## config.mk

```make
export PLATFORM = sky130hd
export DESIGN_NAME = piso_stream
export DESIGN_NICKNAME = d
export VERILOG_FILES = /design/src/rtl/piso_stream.sv
export SDC_FILE = /design/constraint.sdc
export NUM_CORES = 2
export LEC_CHECK = 0
export ABC_AREA = 1
export ABC_CLOCK_PERIOD_IN_PS = 2100
export BUFFER_PORTS_ARGS = -buffer_cell sky130_fd_sc_hd__buf_2
export CORE_AREA = 2 2 549 551
export CTS_BUF_LIST = sky130_fd_sc_hd__clkbuf_16
export CTS_CLUSTER_SIZE = 25
export DETAILED_ROUTE_END_ITERATION = 12
export DIE_AREA = 0 0 551 553
export GPL_TIMING_DRIVEN = 0
export SLEW_MARGIN = 20
export SYNTH_ARGS = -nofsm -noshare
export SYNTH_HDL_FRONTEND = slang
export SYNTH_SLANG_ARGS = --single-unit
```

## constraint.sdc

```tcl
create_clock -name clk -period 2.1 [get_ports clk]
set_input_delay 0.21 -clock clk [delete_from_list [all_inputs] [get_ports clk]]
set_output_delay 0.21 -clock clk [all_outputs]
set_load 0.05 [all_outputs]
```

## src/rtl/piso_stream.sv

```systemverilog
// -----------------------------------------------------------------------------
// piso_stream
//   Parallel-in serial-out word serializer. A whole N-bit block is captured in
//   one handshake and emitted as WORDS = N/M words of M bits over a valid/ready
//   stream, least-significant word first. This is the exact inverse of the
//   SIPO word collector, so serialize -> collect round-trips bit-identically.
//
// Ports
//   clk         rising-edge clock
//   rst_n       synchronous active-low reset
//   load_valid  load_data holds a block to serialize
//   load_ready  block accepted on load_valid && load_ready
//   load_data   parallel block; word k is load_data[M*k +: M]
//   out_valid   out_data holds a valid word
//   out_ready   downstream accepts the word this cycle
//   out_data    current word
//   out_last    current word is the final word of the block
//   busy        a block is held (same as out_valid)
// -----------------------------------------------------------------------------
module piso_stream #(
    parameter int N = 1344,
    parameter int M = 64
) (
    input  logic         clk,
    input  logic         rst_n,
    input  logic         load_valid,
    output logic         load_ready,
    input  logic [N-1:0] load_data,
    output logic         out_valid,
    input  logic         out_ready,
    output logic [M-1:0] out_data,
    output logic         out_last,
    output logic         busy
);

    localparam int WORDS = N / M;
    localparam int CW    = (WORDS > 1) ? $clog2(WORDS) : 1;
    localparam logic [CW-1:0] LAST_IDX = CW'(WORDS - 1);

    typedef enum logic {
        IDLE = 1'b0,
        SEND = 1'b1
    } state_t;

    state_t         r_state;
    logic [N-1:0]   r_shift;
    logic [CW-1:0]  r_cnt;

    state_t         w_state_nxt;
    logic [N-1:0]   w_shift_nxt;
    logic [CW-1:0]  w_cnt_nxt;
    logic           w_is_last;
    logic           w_xfer;
    logic           w_load;

    // Output word is always the bottom of the shift register; after the last
    // word has been shifted out the register is all zeros, so IDLE drives 0.
    assign out_data  = r_shift[M-1:0];
    assign out_valid = (r_state == SEND);
    assign busy      = out_valid;
    assign w_is_last = (r_state == SEND) && (r_cnt == LAST_IDX);
    assign out_last  = w_is_last;

    // A new block may be accepted while the final word of the current one is
    // leaving, which keeps back-to-back blocks bubble-free.
    assign load_ready = (r_state == IDLE) || (out_ready && w_is_last);

    assign w_xfer = out_valid && out_ready;
    assign w_load = load_valid && load_ready;

    always_comb begin
        w_state_nxt = r_state;
        w_shift_nxt = r_shift;
        w_cnt_nxt   = r_cnt;

        if (w_load) begin
            w_state_nxt = SEND;
            w_shift_nxt = load_data;
            w_cnt_nxt   = '0;
        end else if (w_xfer) begin
            w_shift_nxt = {{M{1'b0}}, r_shift[N-1:M]};
            if (w_is_last) begin
                // Counter parks at the last index until the next load.
                w_state_nxt = IDLE;
            end else begin
                w_cnt_nxt = r_cnt + 1'b1;
            end
        end
    end

    always_ff @(posedge clk) begin
        if (!rst_n) begin
            r_state <= IDLE;
            r_shift <= '0;
            r_cnt   <= '0;
        end else begin
            r_state <= w_state_nxt;
            r_shift <= w_shift_nxt;
            r_cnt   <= w_cnt_nxt;
        end
    end

endmodule

```

# == Word level (Yosys, flattened, before mapping) ==
# Cells that the tools add are included.
# totals
register_bits,1350
input_bits,1348
output_inout_bits,68
word_cells,23
# op_classes
n_addsub,1
eq_ne,1
mux,5
bitwise_logic,3
n_reduce_logical,10
# ops
op,count
1344-bit 2-to-1 mux,2
5-bit by 1-bit adder with 5-bit output (second input constant),1
5-bit equality test (second input constant),1
1-bit logical AND,4
2-bit AND reduction,2
2-bit nonzero test,2
1-bit 2-to-1 mux,3
1-bit NOT,3
2-bit OR reduction,1
1-bit logical OR,1

# == Depth between registers and ports, before layout ==
# depth
ltp_word,7
ltp_mapped,13
depth_no_buf,10

# == Worst setup path before layout ==
# Ideal clock, no wire load.
# synth_path
kind,reg-to-reg
startpoint,"register r_state, in the netlist busy"
endpoint,register r_shift[1313]
setup_time_ns,0.070
t_arrival_ns,2.059
required_ns,2.030
path_slack_ns,-0.030
path_stages_with_launch,11
path_buffers,4
synth_period_minus_slack_ns,2.130
path_cell_list,dfxtp_1 buf_4 nand2_1 nor2_2 nand3_1 nand2_2 buf_4 buf_2 buf_2 nand3_1 a21oi_1
# synth_via
elab_chain_len,5
word_cells_on_any_way,8
cone_classes,1 x mux; 1 x bitwise; 6 x reduce/logical
# synth_rtl
item,line_no,source
start: declaration,45,state_t r_state;
start signal: assignment,97,r_state <= w_state_nxt;
1-bit logical AND,61,assign w_is_last = (r_state == SEND) && (r_cnt == LAST_IDX);
1-bit logical AND,66,assign load_ready = (r_state == IDLE) || (out_ready && w_is_last);
1-bit logical OR *,66,
named net load_ready,27,"output logic load_ready,"
1-bit logical AND *,69,assign w_load = load_valid && load_ready;
1344-bit 2-to-1 mux or 2-bit nonzero test (tied branches),--,
end signal: assignment,98,r_shift <= w_shift_nxt;
end: declaration,46,logic [N-1:0] r_shift;
# Mark *: on every way through the listed nets, which the timed path passes. The rest lies on a longest branch.
# A chain may end at the register's enable or synchronous reset.

# == Worst setup path in the final report ==
# layout_path
startpoint,input load_valid
endpoint,register r_shift[385]
# layout_via
elab_chain_len,2
word_cells_on_any_way,3
cone_classes,1 x mux; 2 x reduce/logical
# layout_rtl
item,line_no,source
start: declaration,26,"input logic load_valid,"
1-bit logical AND *,69,
1344-bit 2-to-1 mux or 2-bit nonzero test (tied branches),--,
# Mark *: on every way between the ends. The rest lies on a longest branch, timed or not.

==> out/results.txt <==
Post-Syn Nets -> 13000
clock tree buffer depth -> 4
WL/cell -> 22.0 um
Die Footprint -> 305000 sq um
starting density of the core -> 23.9%
sequential area share after synthesis -> 37.8%
largest family of logic cells by synthesized area -> simple AND/OR/NAND/NOR gates
vias -> 91000
Num CTS Buffers -> 163
Yosys top cell area share -> 37.8%
gr ovfl total -> 0
Port Buffers -> 1413
critical-path cell list -> buf_2, buf_4, buf_1, clkbuf_1, nand3_1, nand2_1, nor2_1, nor2_1
unrepaired setup endpoints after global routing -> true
status -> complete, but fails checks
drt first pass iters -> 9
# DRC -> 0
all-layer global routing usage -> 25.4%
final worst slack -> -0.416 ns
clock latency on the worst-skew pair -> 0.82 ns
Core Area -> 299000 sq um
Worst-Margin Slew -> 1.12 ns
post-synthesis xor/xnor area fraction -> 0.0368%
mux contribution to synthesized area -> 0%
initial antenna violation count -> 86
Top Layer Used -> met5
nets -> 15900
routed wire length -> 411000 um
WL met2 -> 178000 um
Max Freq -> 397 MHz
Cell Area, Placed -> 83500 sq um
Worst setup EP type -> register
Final ANT Viol Nets -> 0
largest net degree at the start of global routing -> 13
synthesized area per cell -> 6.14 sq um
M1 WL -> 166000 um
Period minus WS final -> 2.52 ns
vias in the first global route -> 85500
synth warn -> 0
synthesized instance count -> 11600
final hold slack -> 0.212 ns
row count -> 201
startpoint types -> primary input
Num Clock Sinks -> 1350
Worst slew margin -> 25.4%
Slew Viols, Final -> 0
Fin. Hold Viols -> 0
first-pass GRT wire length -> 568000 um
Synth area leaders -> dfxtp_1 (38%), nor2_1 (13%), a21oi_1 (9.4%)
share of cells above drive strength 1 -> 16.1%
crit-path max FO -> 10
Final Wtd Congestion -> 1.01
placed insts -> 17000
VDD IR-drop max -> 0.601 mV
post-synth cell types -> 21
pwr/cell area -> 740 nW/um^2
max_cap viols -> 0
Clock Pin Slew Worst Setup and Hold Paths -> 0.06 ns
DRT iter0 DRCs -> 10400
Hold Path Class -> primary input to register
synthesized flop and latch total -> 1350
Final setup viols -> 1100
Synth Area in Compound Gates -> 18.4%
Critical Path AT -> 3.22 ns
Die X -> 551 um
Root Buffer -> clkbuf_16
Ports -> 1416
Final Skew -> 0.0647 ns
Synth Area in Simple Gates -> 30.0%
Layout Cells excl Fill -> 18700
Period Utilization, post-route -> 120%
Worst path max stage delay -> 0.76 ns
violated checks -> negative setup slack
vias per cell -> 4.86
synthesized area -> 71500 sq um
routed wl met3 -> 37000 um
Synth area leader -> dfxtp_1
H-tree depth -> 4
synthesis-to-layout area growth -> 45.6%
cell mode on critical path -> nor2_1
Post-DP HPWL -> 319000 um
CP max-delay cell -> buf_1
P_leak -> 46.0 nW
Die Height -> 553 um
CP Class -> primary input to register
post-layout instance area -> 104000 sq um
CTS tree -> built
CP Data Required Time -> 2.81 ns
Adder-Cell Fraction of Synth Area -> 0.0350%
final setup TNS -> -92.70 ns
[layer usage]
layer / track usage, % / vias to the layer above
met5: 0 / -
met4: 16.3 / 20
met3: 5.05 / 1336
met2: 39.7 / 5108
met1: 31.7 / 41600
li1: - / 42900
[synth_stat cells, drive strengths merged]
library cell,number
o21ai,1281
dfxtp,1350
nand4,1
nand2,1360
clkbuf,629
inv,1288
a21oi,1349
nand3,1346
xor2,2
nor2,2564
ha,2
xnor2,1
buf,459
[flip-flops by register name, summed over array words and instances, names as in the netlist]
register / flops
r_shift: 1344
busy: 1
r_cnt: 5
[cells in the final DEF (no fill, tap or decap), types with 4 or more instances in the layout]
cell type      instances
a21oi_1             1304
inv_2                  4
diode_2               64
buf_6                 37
nor2_2               152
nand3_2               19
clkinv_2              22
dfxtp_1             1347
buf_4                148
bufinv_16             13
nor2_4                 8
nand3_1             1325
buf_1                 53
o21ai_0             1280
clkinv_1              40
inv_6                  5
nand2_1             1351
clkbuf_1             564
buf_2               1575
a21oi_2               40
nand2_2                8
inv_1               1314
clkbuf_16            167
nor2_1              2404
clkbuf_2              62
a21oi_4                5
buf_8                 15
dlygate4sd3_1       1346
buf_12                14
clkbuf_4              48
[critical path, delay by kind of cell]
kind,cells,cell delay [ns]
AND/OR/NAND/NOR,4,0.58
buffers and inverters,4,2.37
[metrics by stage]
stage | setup slack, ns | power (mW) | utilization [%]
finish | -0.416 | 77.1 | 34.8
CTS | -0.374 | 76.3 | 34.5
global route | -0.383 | 79.9 | 34.8
global placement | -1.95 | 46.0 | 27.9
floorplan | 0.156 | 38.9 | -
detailed placement | -1.95 | 46.1 | 27.9
[cell families (layout without fill, tap and decap cells)]
logic type,count (synthesis),after routing
fa+ha+maj,2,2
simple gates,5271,5271
compound gates,2630,2630
flops,1350,1350
other cells,0,64
xor+xnor,3,3
buf+inv,2376,5440
[worst paths after layout]
check	startpoint	endpoint	slack, ns	depth (start not counted)
hold / removal	rst_n	r_shift[66]	0.21	4
hold reg to reg	r_shift[1284]	r_shift[1284]	0.47	2
setup reg to reg	busy	r_shift[508]	-0.23	13
setup / recovery	load_valid	r_shift[385]	-0.42	8
[power breakdown]
part | leakage, nW | total (mW) | internal (mW) | switching, mW
Combinational | 32.2 | 19.6 | 7.04 | 12.6
Sequential | 11.2 | 29.4 | 28.1 | 1.32
Clock | 2.62 | 28.1 | 16.0 | 12.0
[final cells by class]
type / count / area (sq um)
Fill cell: 32400 / 195000
Multi-Input combinational cell: 7906 / 35500
Sequential cell: 1350 / 27000
Timing Repair Buffer: 2777 / 20800
Buffer: 1088 / 5690
Tap cell: 3958 / 4950
Inverter: 1288 / 4830
Clock buffer: 167 / 4180
Clock inverter: 120 / 946
Antenna cell: 64 / 160
[repair_timing]
item / CTS / global route
hold endpoints to repair: 1350 / 0
hold buffers: 1346 / 0
cloned: 1 / 0
pin swaps: 16 / 77
buffers inserted: 14 / 3
endpoints found under the setup margin: 1352 / 1317
gates resized for setup: 284 / 340
Note: power is estimated with default switching activity, not from simulation.
